--- src/rtl/cook_timer_controller_if.sv ---
`timescale 1ns/1ps
// Button pulses in, time/state/heater/beep out, between the debouncers and the
// display/heater logic of the microwave oven timer.
interface cook_timer_controller_if;
    logic       add_min;
    logic       add_10s;
    logic       start;
    logic       stop;
    logic       door_open;
    logic [6:0] minutes;
    logic [5:0] seconds;
    logic [2:0] state;
    logic       heater_on;
    logic       beep;
    logic       done_pulse;

    modport master (
        output add_min, add_10s, start, stop, door_open,
        input  minutes, seconds, state, heater_on, beep, done_pulse
    );

    modport slave (
        input  add_min, add_10s, start, stop, door_open,
        output minutes, seconds, state, heater_on, beep, done_pulse
    );
endinterface

--- src/rtl/cook_timer_controller.sv ---
`timescale 1ns/1ps
// Microwave cook timer: button sequencing, mm:ss countdown driven by a one-second
// prescaler on the system clock, heater enable and end-of-cook beep.
module cook_timer_controller #(
    parameter int CLK_HZ   = 100_000_000,
    parameter int BEEP_SEC = 3
) (
    input  logic                   clk,
    input  logic                   reset_n,
    cook_timer_controller_if.slave bus
);
    localparam int PW = $clog2(CLK_HZ);
    localparam int BW = $clog2(BEEP_SEC + 1);
    localparam logic [PW-1:0] PRESC_MAX = PW'(CLK_HZ - 1);
    localparam logic [BW-1:0] BEEP_LAST = BW'(BEEP_SEC - 1);

    typedef enum logic [2:0] {
        S_IDLE  = 3'd0,
        S_SET   = 3'd1,
        S_COOK  = 3'd2,
        S_PAUSE = 3'd3,
        S_DONE  = 3'd4
    } state_t;

    typedef enum logic [2:0] {
        CMD_NONE, CMD_STOP, CMD_DOOR, CMD_START, CMD_ADD_MIN, CMD_ADD_10S
    } cmd_t;

    state_t        state_q, state_d;
    logic [6:0]    minutes_q, minutes_d;
    logic [5:0]    seconds_q, seconds_d;
    logic [PW-1:0] presc_q, presc_d;
    logic [BW-1:0] beep_cnt_q, beep_cnt_d;
    logic          heater_q, beep_q, done_q, done_d;

    cmd_t          cmd;
    logic          tick, is_add, last_second;
    logic [PW-1:0] presc_next;
    logic [7:0]    sum_min;
    logic [6:0]    sum_sec;
    logic [6:0]    add_min_v, dec_min;
    logic [5:0]    add_sec_v, dec_sec;

    // Only the highest-priority button pending this cycle is acted on.
    // NOTE: every signal driven from always_comb gets a default first, so no latch is inferred.
    always_comb begin
        cmd = CMD_NONE;
        if      (bus.stop)      cmd = CMD_STOP;
        else if (bus.door_open) cmd = CMD_DOOR;
        else if (bus.start)     cmd = CMD_START;
        else if (bus.add_min)   cmd = CMD_ADD_MIN;
        else if (bus.add_10s)   cmd = CMD_ADD_10S;
        is_add = (cmd == CMD_ADD_MIN) || (cmd == CMD_ADD_10S);

        tick       = (presc_q == PRESC_MAX);
        presc_next = tick ? '0 : presc_q + PW'(1);

        sum_min = {1'b0, minutes_q};
        sum_sec = {1'b0, seconds_q};
        if (cmd == CMD_ADD_MIN) begin
            sum_min = sum_min + 8'd1;
        end else begin
            sum_sec = sum_sec + 7'd10;
            if (sum_sec >= 7'd60) begin
                sum_sec = sum_sec - 7'd60;
                sum_min = sum_min + 8'd1;
            end
        end
        if (sum_min > 8'd99) begin
            add_min_v = 7'd99;
            add_sec_v = 6'd59;
        end else begin
            add_min_v = sum_min[6:0];
            add_sec_v = sum_sec[5:0];
        end

        last_second = (minutes_q == 7'd0) && (seconds_q == 6'd1);
        if (seconds_q == 6'd0) begin
            dec_min = minutes_q - 7'd1;
            dec_sec = 6'd59;
        end else begin
            dec_min = minutes_q;
            dec_sec = seconds_q - 6'd1;
        end
    end

    always_comb begin
        state_d    = state_q;
        minutes_d  = minutes_q;
        seconds_d  = seconds_q;
        presc_d    = presc_q;
        beep_cnt_d = beep_cnt_q;
        done_d     = 1'b0;

        unique case (state_q)
            S_IDLE: begin
                if (is_add) begin
                    minutes_d = add_min_v;
                    seconds_d = add_sec_v;
                    state_d   = S_SET;
                end
            end
            S_SET, S_PAUSE: begin
                if (cmd == CMD_STOP) begin
                    minutes_d = '0;
                    seconds_d = '0;
                    state_d   = S_IDLE;
                end else if (cmd == CMD_START) begin
                    state_d = S_COOK;
                    // A fresh cook starts a full second; a resume keeps the partial one.
                    if (state_q == S_SET) presc_d = '0;
                end else if (is_add) begin
                    minutes_d = add_min_v;
                    seconds_d = add_sec_v;
                end
            end
            S_COOK: begin
                if (cmd == CMD_STOP || cmd == CMD_DOOR || is_add) begin
                    // The cycle still counts, but a tick due now is deferred by one cycle.
                    presc_d = tick ? presc_q : presc_next;
                    if (is_add) begin
                        minutes_d = add_min_v;
                        seconds_d = add_sec_v;
                    end else begin
                        state_d = S_PAUSE;
                    end
                end else begin
                    presc_d = presc_next;
                    if (tick) begin
                        minutes_d = dec_min;
                        seconds_d = dec_sec;
                        if (last_second) begin
                            state_d    = S_DONE;
                            presc_d    = '0;
                            beep_cnt_d = '0;
                            done_d     = 1'b1;
                        end
                    end
                end
            end
            S_DONE: begin
                if (cmd == CMD_STOP) begin
                    state_d = S_IDLE;
                end else begin
                    presc_d = presc_next;
                    if (tick) begin
                        if (beep_cnt_q == BEEP_LAST) begin
                            state_d    = S_IDLE;
                            beep_cnt_d = '0;
                        end else begin
                            beep_cnt_d = beep_cnt_q + BW'(1);
                        end
                    end
                end
            end
            default: state_d = S_IDLE;
        endcase
    end

    // NOTE: clocked state uses non-blocking assignments; blocking is kept to always_comb.
    always_ff @(posedge clk or negedge reset_n) begin
        if (!reset_n) begin
            state_q    <= S_IDLE;
            minutes_q  <= '0;
            seconds_q  <= '0;
            presc_q    <= '0;
            beep_cnt_q <= '0;
            heater_q   <= 1'b0;
            beep_q     <= 1'b0;
            done_q     <= 1'b0;
        end else begin
            state_q    <= state_d;
            minutes_q  <= minutes_d;
            seconds_q  <= seconds_d;
            presc_q    <= presc_d;
            beep_cnt_q <= beep_cnt_d;
            heater_q   <= (state_d == S_COOK);
            beep_q     <= (state_d == S_DONE);
            done_q     <= done_d;
        end
    end

    assign bus.minutes    = minutes_q;
    assign bus.seconds    = seconds_q;
    assign bus.state      = state_q;
    assign bus.heater_on  = heater_q;
    assign bus.beep       = beep_q;
    assign bus.done_pulse = done_q;
endmodule

--- src/flat_wrapper.sv ---
// flat-port wrapper written by rule: the top's interface ports become plain ports
module cook_timer_controller_flat 
#(
    parameter int CLK_HZ   = 100_000_000,
    parameter int BEEP_SEC = 3
)
  (clk, reset_n, bus_add_min, bus_add_10s, bus_start, bus_stop, bus_door_open, bus_minutes, bus_seconds, bus_state, bus_heater_on, bus_beep, bus_done_pulse);
  cook_timer_controller_if bus_i ();
  input  logic clk;
  input  logic reset_n;
  input wire logic [$bits(bus_i.add_min)-1:0] bus_add_min;
  input wire logic [$bits(bus_i.add_10s)-1:0] bus_add_10s;
  input wire logic [$bits(bus_i.start)-1:0] bus_start;
  input wire logic [$bits(bus_i.stop)-1:0] bus_stop;
  input wire logic [$bits(bus_i.door_open)-1:0] bus_door_open;
  output wire logic [$bits(bus_i.minutes)-1:0] bus_minutes;
  output wire logic [$bits(bus_i.seconds)-1:0] bus_seconds;
  output wire logic [$bits(bus_i.state)-1:0] bus_state;
  output wire logic [$bits(bus_i.heater_on)-1:0] bus_heater_on;
  output wire logic [$bits(bus_i.beep)-1:0] bus_beep;
  output wire logic [$bits(bus_i.done_pulse)-1:0] bus_done_pulse;
  assign bus_i.add_min = bus_add_min;
  assign bus_i.add_10s = bus_add_10s;
  assign bus_i.start = bus_start;
  assign bus_i.stop = bus_stop;
  assign bus_i.door_open = bus_door_open;
  assign bus_minutes = bus_i.minutes;
  assign bus_seconds = bus_i.seconds;
  assign bus_state = bus_i.state;
  assign bus_heater_on = bus_i.heater_on;
  assign bus_beep = bus_i.beep;
  assign bus_done_pulse = bus_i.done_pulse;
  cook_timer_controller #(.CLK_HZ(CLK_HZ), .BEEP_SEC(BEEP_SEC)) u_core (.clk(clk), .reset_n(reset_n), .bus(bus_i));
endmodule
--- config.mk ---
export PLATFORM = sky130hd
export DESIGN_NAME = cook_timer_controller_flat
export DESIGN_NICKNAME = d
export VERILOG_FILES = /design/src/rtl/cook_timer_controller_if.sv /design/src/rtl/cook_timer_controller.sv /design/src/flat_wrapper.sv
export SDC_FILE = /design/constraint.sdc
export NUM_CORES = 1
export LEC_CHECK = 0
export CORE_AREA = 2 2 95 97
export DETAILED_ROUTE_END_ITERATION = 6
export DIE_AREA = 0 0 97 99
export HOLD_SLACK_MARGIN = 0.06
export PLACE_DENSITY = 0.6
export SLEW_MARGIN = 15
export SYNTH_ARGS = -nofsm -noshare
export SYNTH_HDL_FRONTEND = slang
export SYNTH_SLANG_ARGS = --single-unit
--- constraint.sdc ---
create_clock -name clk -period 3.6 [get_ports clk]
set_clock_uncertainty 0.15 [all_clocks]
set_input_delay 0.36 -clock clk [delete_from_list [all_inputs] [get_ports clk]]
set_output_delay 0.36 -clock clk [all_outputs]
set_load 0.01 [all_outputs]
Yosys cells after proc, flatten, opt, wreduce, memory -nomap -nowiden:

Cells that the tools add are included.

* $lt $le $gt $ge: 2
* equality and inequality tests: 26
* reduce and logical (&&, ||, !) cells: 15
* add/subtract/negate cells: 7
* multiplexer cells: 57

Operator list (count)
* 27-bit 2-to-1 mux: 9
* 27-bit case mux with 3 select lines: 1
* 6-bit 2-to-1 mux: 9
* 7-bit 2-to-1 mux: 7
* 3-bit 2-to-1 mux: 15
* 27-bit by 1-bit adder with 27-bit output (second input constant): 1
* 27-bit equality test (second input constant): 1
* 7-bit case mux with 3 select lines: 1
* 6-bit case mux with 3 select lines: 1
* 8-bit 2-to-1 mux: 2
* 3-bit by 2-bit equality test with 1-bit output (second input constant): 5
* 3-bit equality test (second input constant): 4
* 2-bit 2-to-1 mux: 6
* 3-bit case mux with 4 select lines: 1
* 6-bit AND reduction: 2
* 2-bit by 1-bit inequality test with 1-bit output (second input constant): 5
* 7-bit by 1-bit adder with 8-bit output (second input constant): 1
* 8-bit by 7-bit greater-than comparator with 1-bit output (second input constant): 1
* 6-bit by 4-bit adder with 7-bit output (second input constant): 1
* 7-bit by 6-bit greater-or-equal comparator with 1-bit output (second input constant): 1
* 7-bit zero test: 1
* 7-bit by 1-bit subtractor with 7-bit output (second input constant): 1
* 3-bit by 1-bit equality test with 1-bit output (second input constant): 2
* 6-bit by 1-bit equality test with 1-bit output (second input constant): 1
* other kinds (19): 28

* bits in registers: 48
* bits of input ports: 7
* word-level logic and storage cells: 115
* output and inout port bits: 19

Depth between registers and ports, before layout:

* word-level depth: 13
* mapped depth: 12
* mapped depth without buffers: 11

Least setup slack after synthesis:

Ideal clock, no wire load.

* path type: register -> register
* start: register u_core.seconds_q[1] (netlist: u_core.bus.seconds[1])
* end: register u_core.seconds_q[1] (netlist: u_core.bus.seconds[1])
* setup slack: 581 ps
* clock period less this slack: 3019 ps
* required time: 3308 ps
* cell stages (with the launch flop): 11
* arrival time: 2727 ps
* cell sequence: dfrtp_1 inv_1 ha_1 ha_1 and4_1 o31a_1 o21ai_2 mux2i_1 nor3_1 o41ai_1 a22oi_1

* word-level cells in the longest chain between the ends: 10
* elaborated cells between the ends (all ways): 18

RTL lines
* start: declaration: line cook_timer_controller.sv:31 `logic [5:0] seconds_q, seconds_d;`
* start signal: assignment: line cook_timer_controller.sv:174 `seconds_q <= seconds_d;`
* 6-bit by 4-bit adder with 7-bit output: line cook_timer_controller.sv:63 `sum_sec = sum_sec + 7'd10;`
* 7-bit by 6-bit greater-or-equal comparator with 1-bit output: line cook_timer_controller.sv:64 `if (sum_sec >= 7'd60) begin`
* 8-bit 2-to-1 mux: line cook_timer_controller.sv:64
* 8-bit 2-to-1 mux: line cook_timer_controller.sv:60 `if (cmd == CMD_ADD_MIN) begin`
* 8-bit by 7-bit greater-than comparator with 1-bit output: line cook_timer_controller.sv:69 `if (sum_min > 8'd99) begin`
* 6-bit 2-to-1 mux: line cook_timer_controller.sv:69
* 6-bit 2-to-1 mux: line cook_timer_controller.sv:97, cook_timer_controller.sv:112, cook_timer_controller.sv:121
* 6-bit 2-to-1 mux: line cook_timer_controller.sv:108 `end else if (cmd == CMD_START) begin`
* 6-bit 2-to-1 mux: line cook_timer_controller.sv:104 `if (cmd == CMD_STOP) begin`
* 6-bit case mux with 3 select lines *: line cook_timer_controller.sv:95 `unique case (state_q)`

Every way passes the cells marked *; elsewhere a longest branch is shown, timed or not. The select of a mux whose other input is x is not followed.
A chain may end at the register's enable or synchronous reset.

Worst setup path after layout:

Ends and elaborated chain as after synthesis.

==> results.ini <==
[job]
drv_cap = 0

[worst_setup_path]
startpoint_type = register
cp-end-kind = register
crit_path_frequent_cell = ha_1
cpMaxStageDelayCell = dfrtp_1
cp.required_ns = 3.62
cp.arrival_ns = 3.34
crit_path_max_fanout = 7
worst_path_largest_cell_delay_ns = 0.50
crit_family = compound AO/OA/AOI/OAI gates
r2r_start = u_core.bus.seconds[1]
timing.critical_path.buf_inv = 1
critPathLaunch = u_core.bus.seconds[1]
worstSetupPathType = reg -> reg
worstPathCellList = inv_1 -> ha_1 -> ha_1 -> and4_1 -> o31a_1 -> o21ai_2 -> mux2i_1 -> nor3_1 -> o41ai_1 -> a22oi_1

[global_routing]
antenna_found_initial = 0
grtUsageTotal_pct = 19.1
grt_max_degree = 28
grt_overflow_total = 0
grt_pass1_vias = 3103
grt_pass1_wl_um = 15300

[drt]
vias_per_cell = 5.72
drtAntennaViolNets = 0
vias = 3252
wl_per_cell_um = 15.5
drc = 0
drt_iter0_drc = 150
routed_wl_um = 8810
drtPass1Iterations = 4

[clock_network]
cts_setup_buffers = 0
cts_tree = built
clk_latency_ns = 0.31
cts_sinks = 48
cts_root_buffer = clkbuf_8
cts_max_level = 2
clk_path_buf_depth = 2
cts_buffers = 5
path_clk_slew_ns = 0.09

[cells_and_area]
stdcell_area_um2 = 4010
layout-drive-gt1-share_pct = 7.38
area_delta_synth_final_pct = 13.1
nFillCells = 871
final_nets = 479
layout.cells.non_filler = 569
antenna-diode-count = 0

[sta]
min_period_over_period_pct = 92.3
hold_viol_final = 0
period_needed_ns = 3.32
setup_viol = 0
worst_pin_slew_ns = 0.700
fmax_ghz = 0.301
drv_slew = 0
grt_setup_unrepaired = false
max-slew-margin-rel_pct = 53.3
fin_setup_tns_ns = 0

[yosys]
yosys_register_bits = 48
ys_types = 68
seq_area_frac_synth_pct = 33.9
ys.flop_type = dfrtp_1
syn_inst = 441
synth_largest_area_cell = dfrtp_1
post-synth-top-count-cell = nand2_1
synth_edf_count = 0
synthTopCellsByArea = dfrtp_1 34%, nand2_1 6.5%, nor2_1 5.3%, xor2_1 4.7%, ha_1 4.2%
yosysTopAreaCellShare_pct = 33.9
synth.avg_cell_area_um2 = 8.03
netlist_area_um2 = 3540
yosysWarnings = 0
syn-num-nets = 460
synth-async-reset-ratio_pct = 100
synth_commonest_cells = 61 x nand2_1, 50 x nor2_1, 48 x dfrtp_1

[floorplan]
die_y_um = 99
row_count = 34
ios = 26
die_area_um2 = 9600
core-area_um2 = 8550
dieWidth_um = 97
start_util_pct = 41.4

[hold_path]
holdCritStartpoint = u_core.presc_q[2]
hold_path_class = reg -> reg

[place]
post-place-cells = 560
port_buffers = 25
place_area_um2 = 3880
dp_hpwl_um = 6380
gp_congestion = 0.873

[power]
max-vdd-ir-drop_uv = 265
p_per_area_nw_per_um2 = 465
p_leak_nw = 1.71
p_total_w = 0.00186

[status]
outcome = finished clean

worst register-to-register path: cells and delay by family, from the launching register on:
kind / cells / cell delay, ns
AOI/OAI and AO/OA: 4 / 1.00
adders and majority gates: 2 / 0.71
DFF: 1 / 0.50
and+or+nand+nor: 2 / 0.36
muxes: 1 / 0.30
buffers and inverters: 1 / 0.18
per-layer routing:
layer	GRT usage (%)	part of all wire, %	up-vias
met5	0	0	-
met4	6.72	1.8	0
met3	2.55	4.9	19
met2	30.2	47	79
met1	27.0	46	1527
li1	-	-	1627
flip-flops by register name (all words and copies together) (netlist names):
| register | flops |
|---|---|
| u_core.beep_cnt_q | 2 |
| u_core.bus.beep | 1 |
| u_core.bus.done_pulse | 1 |
| u_core.bus.heater_on | 1 |
| u_core.bus.minutes | 7 |
| u_core.bus.seconds | 6 |
| u_core.bus.state | 3 |
| u_core.presc_q | 27 |
worst paths after layout:
check                                              to  slack (ns)  cells after the start
worst max register to register  u_core.bus.seconds[1]        0.28                     10
min in group asynchronous       u_core.bus.seconds[5]        0.43                      2
worst min register to register      u_core.presc_q[2]        0.36                      1
worst max-delay path            u_core.bus.seconds[1]        0.28                     10
max in group asynchronous           u_core.presc_q[8]        2.12                      3
worst min-delay path                u_core.presc_q[2]        0.36                      1
cell type report:
cell class                 instances  area [um^2]  area share (%)
timing repair buffer              34          315            7.87
multi-input combinational        361         2200            55.0
inverter                          10         37.5           0.937
clock inverter                     3         46.3            1.16
tap                              108          135            3.37
clock buffer                       5         68.8            1.72
sequential                        48         1200            30.0
cell families (layout without fill, tap and decap cells):
family          Yosys count  in the layout  share of synthesized area, %
simple gates            206            206                          28.9
compound gates          116            116                          22.2
flops                    48             48                          33.9
buf+inv                  32             52                          3.99
xor+xnor                 23             23                          5.69
fa+ha+maj                12             12                          4.24
mux                       4              4                          1.13
report_power, final:
part	leakage [nW]	switching [W]	internal [W]
Clock	0.0548	0.000198	0.000210
Sequential	0.658	0.000118	0.000587
Combinational	0.995	0.000427	0.000323
Total	1.71	0.000743	0.00112
per-stage QoR:
step	setup slack (ns)	util, %	hold WS (ns)
3_3_place_gp	0.445	45.3	0.254
3_5_place_dp	0.324	45.3	0.253
6_report	0.278	46.9	0.364
2_1_floorplan	0.581	-	-0.0856
5_1_grt	0.0379	46.9	0.390
4_1_cts	0.282	46.8	0.364
layout by cell type (no fill, tap or decap), types with 4 or more instances in the layout:
master and count:
nand2_1 61, nor2_1 50, dfrtp_1 48, o21ai_0 28, a21oi_1 24, clkdlybuf4s50_1 24, xor2_1 19, nand3_1 17
and3_1 15, ha_1 12, inv_1 10, nor3_1 10, nand4_1 9, a31oi_1 8, buf_4 8, nor2b_1 6
o21a_1 6, or3_1 5, nor4_1 5, and2_1 5, o31ai_1 5, clkbuf_8 5, xnor2_1 4, nand2b_1 4
mux2i_1 4, a22oi_1 4
what timing repair did:
action	in CTS	in global routing
hold endpoints to repair	26	0
gates resized for setup	0	1
hold buffers	1	0
setup endpoints to repair	0	3
Note: power is estimated with default switching activity, not from simulation.
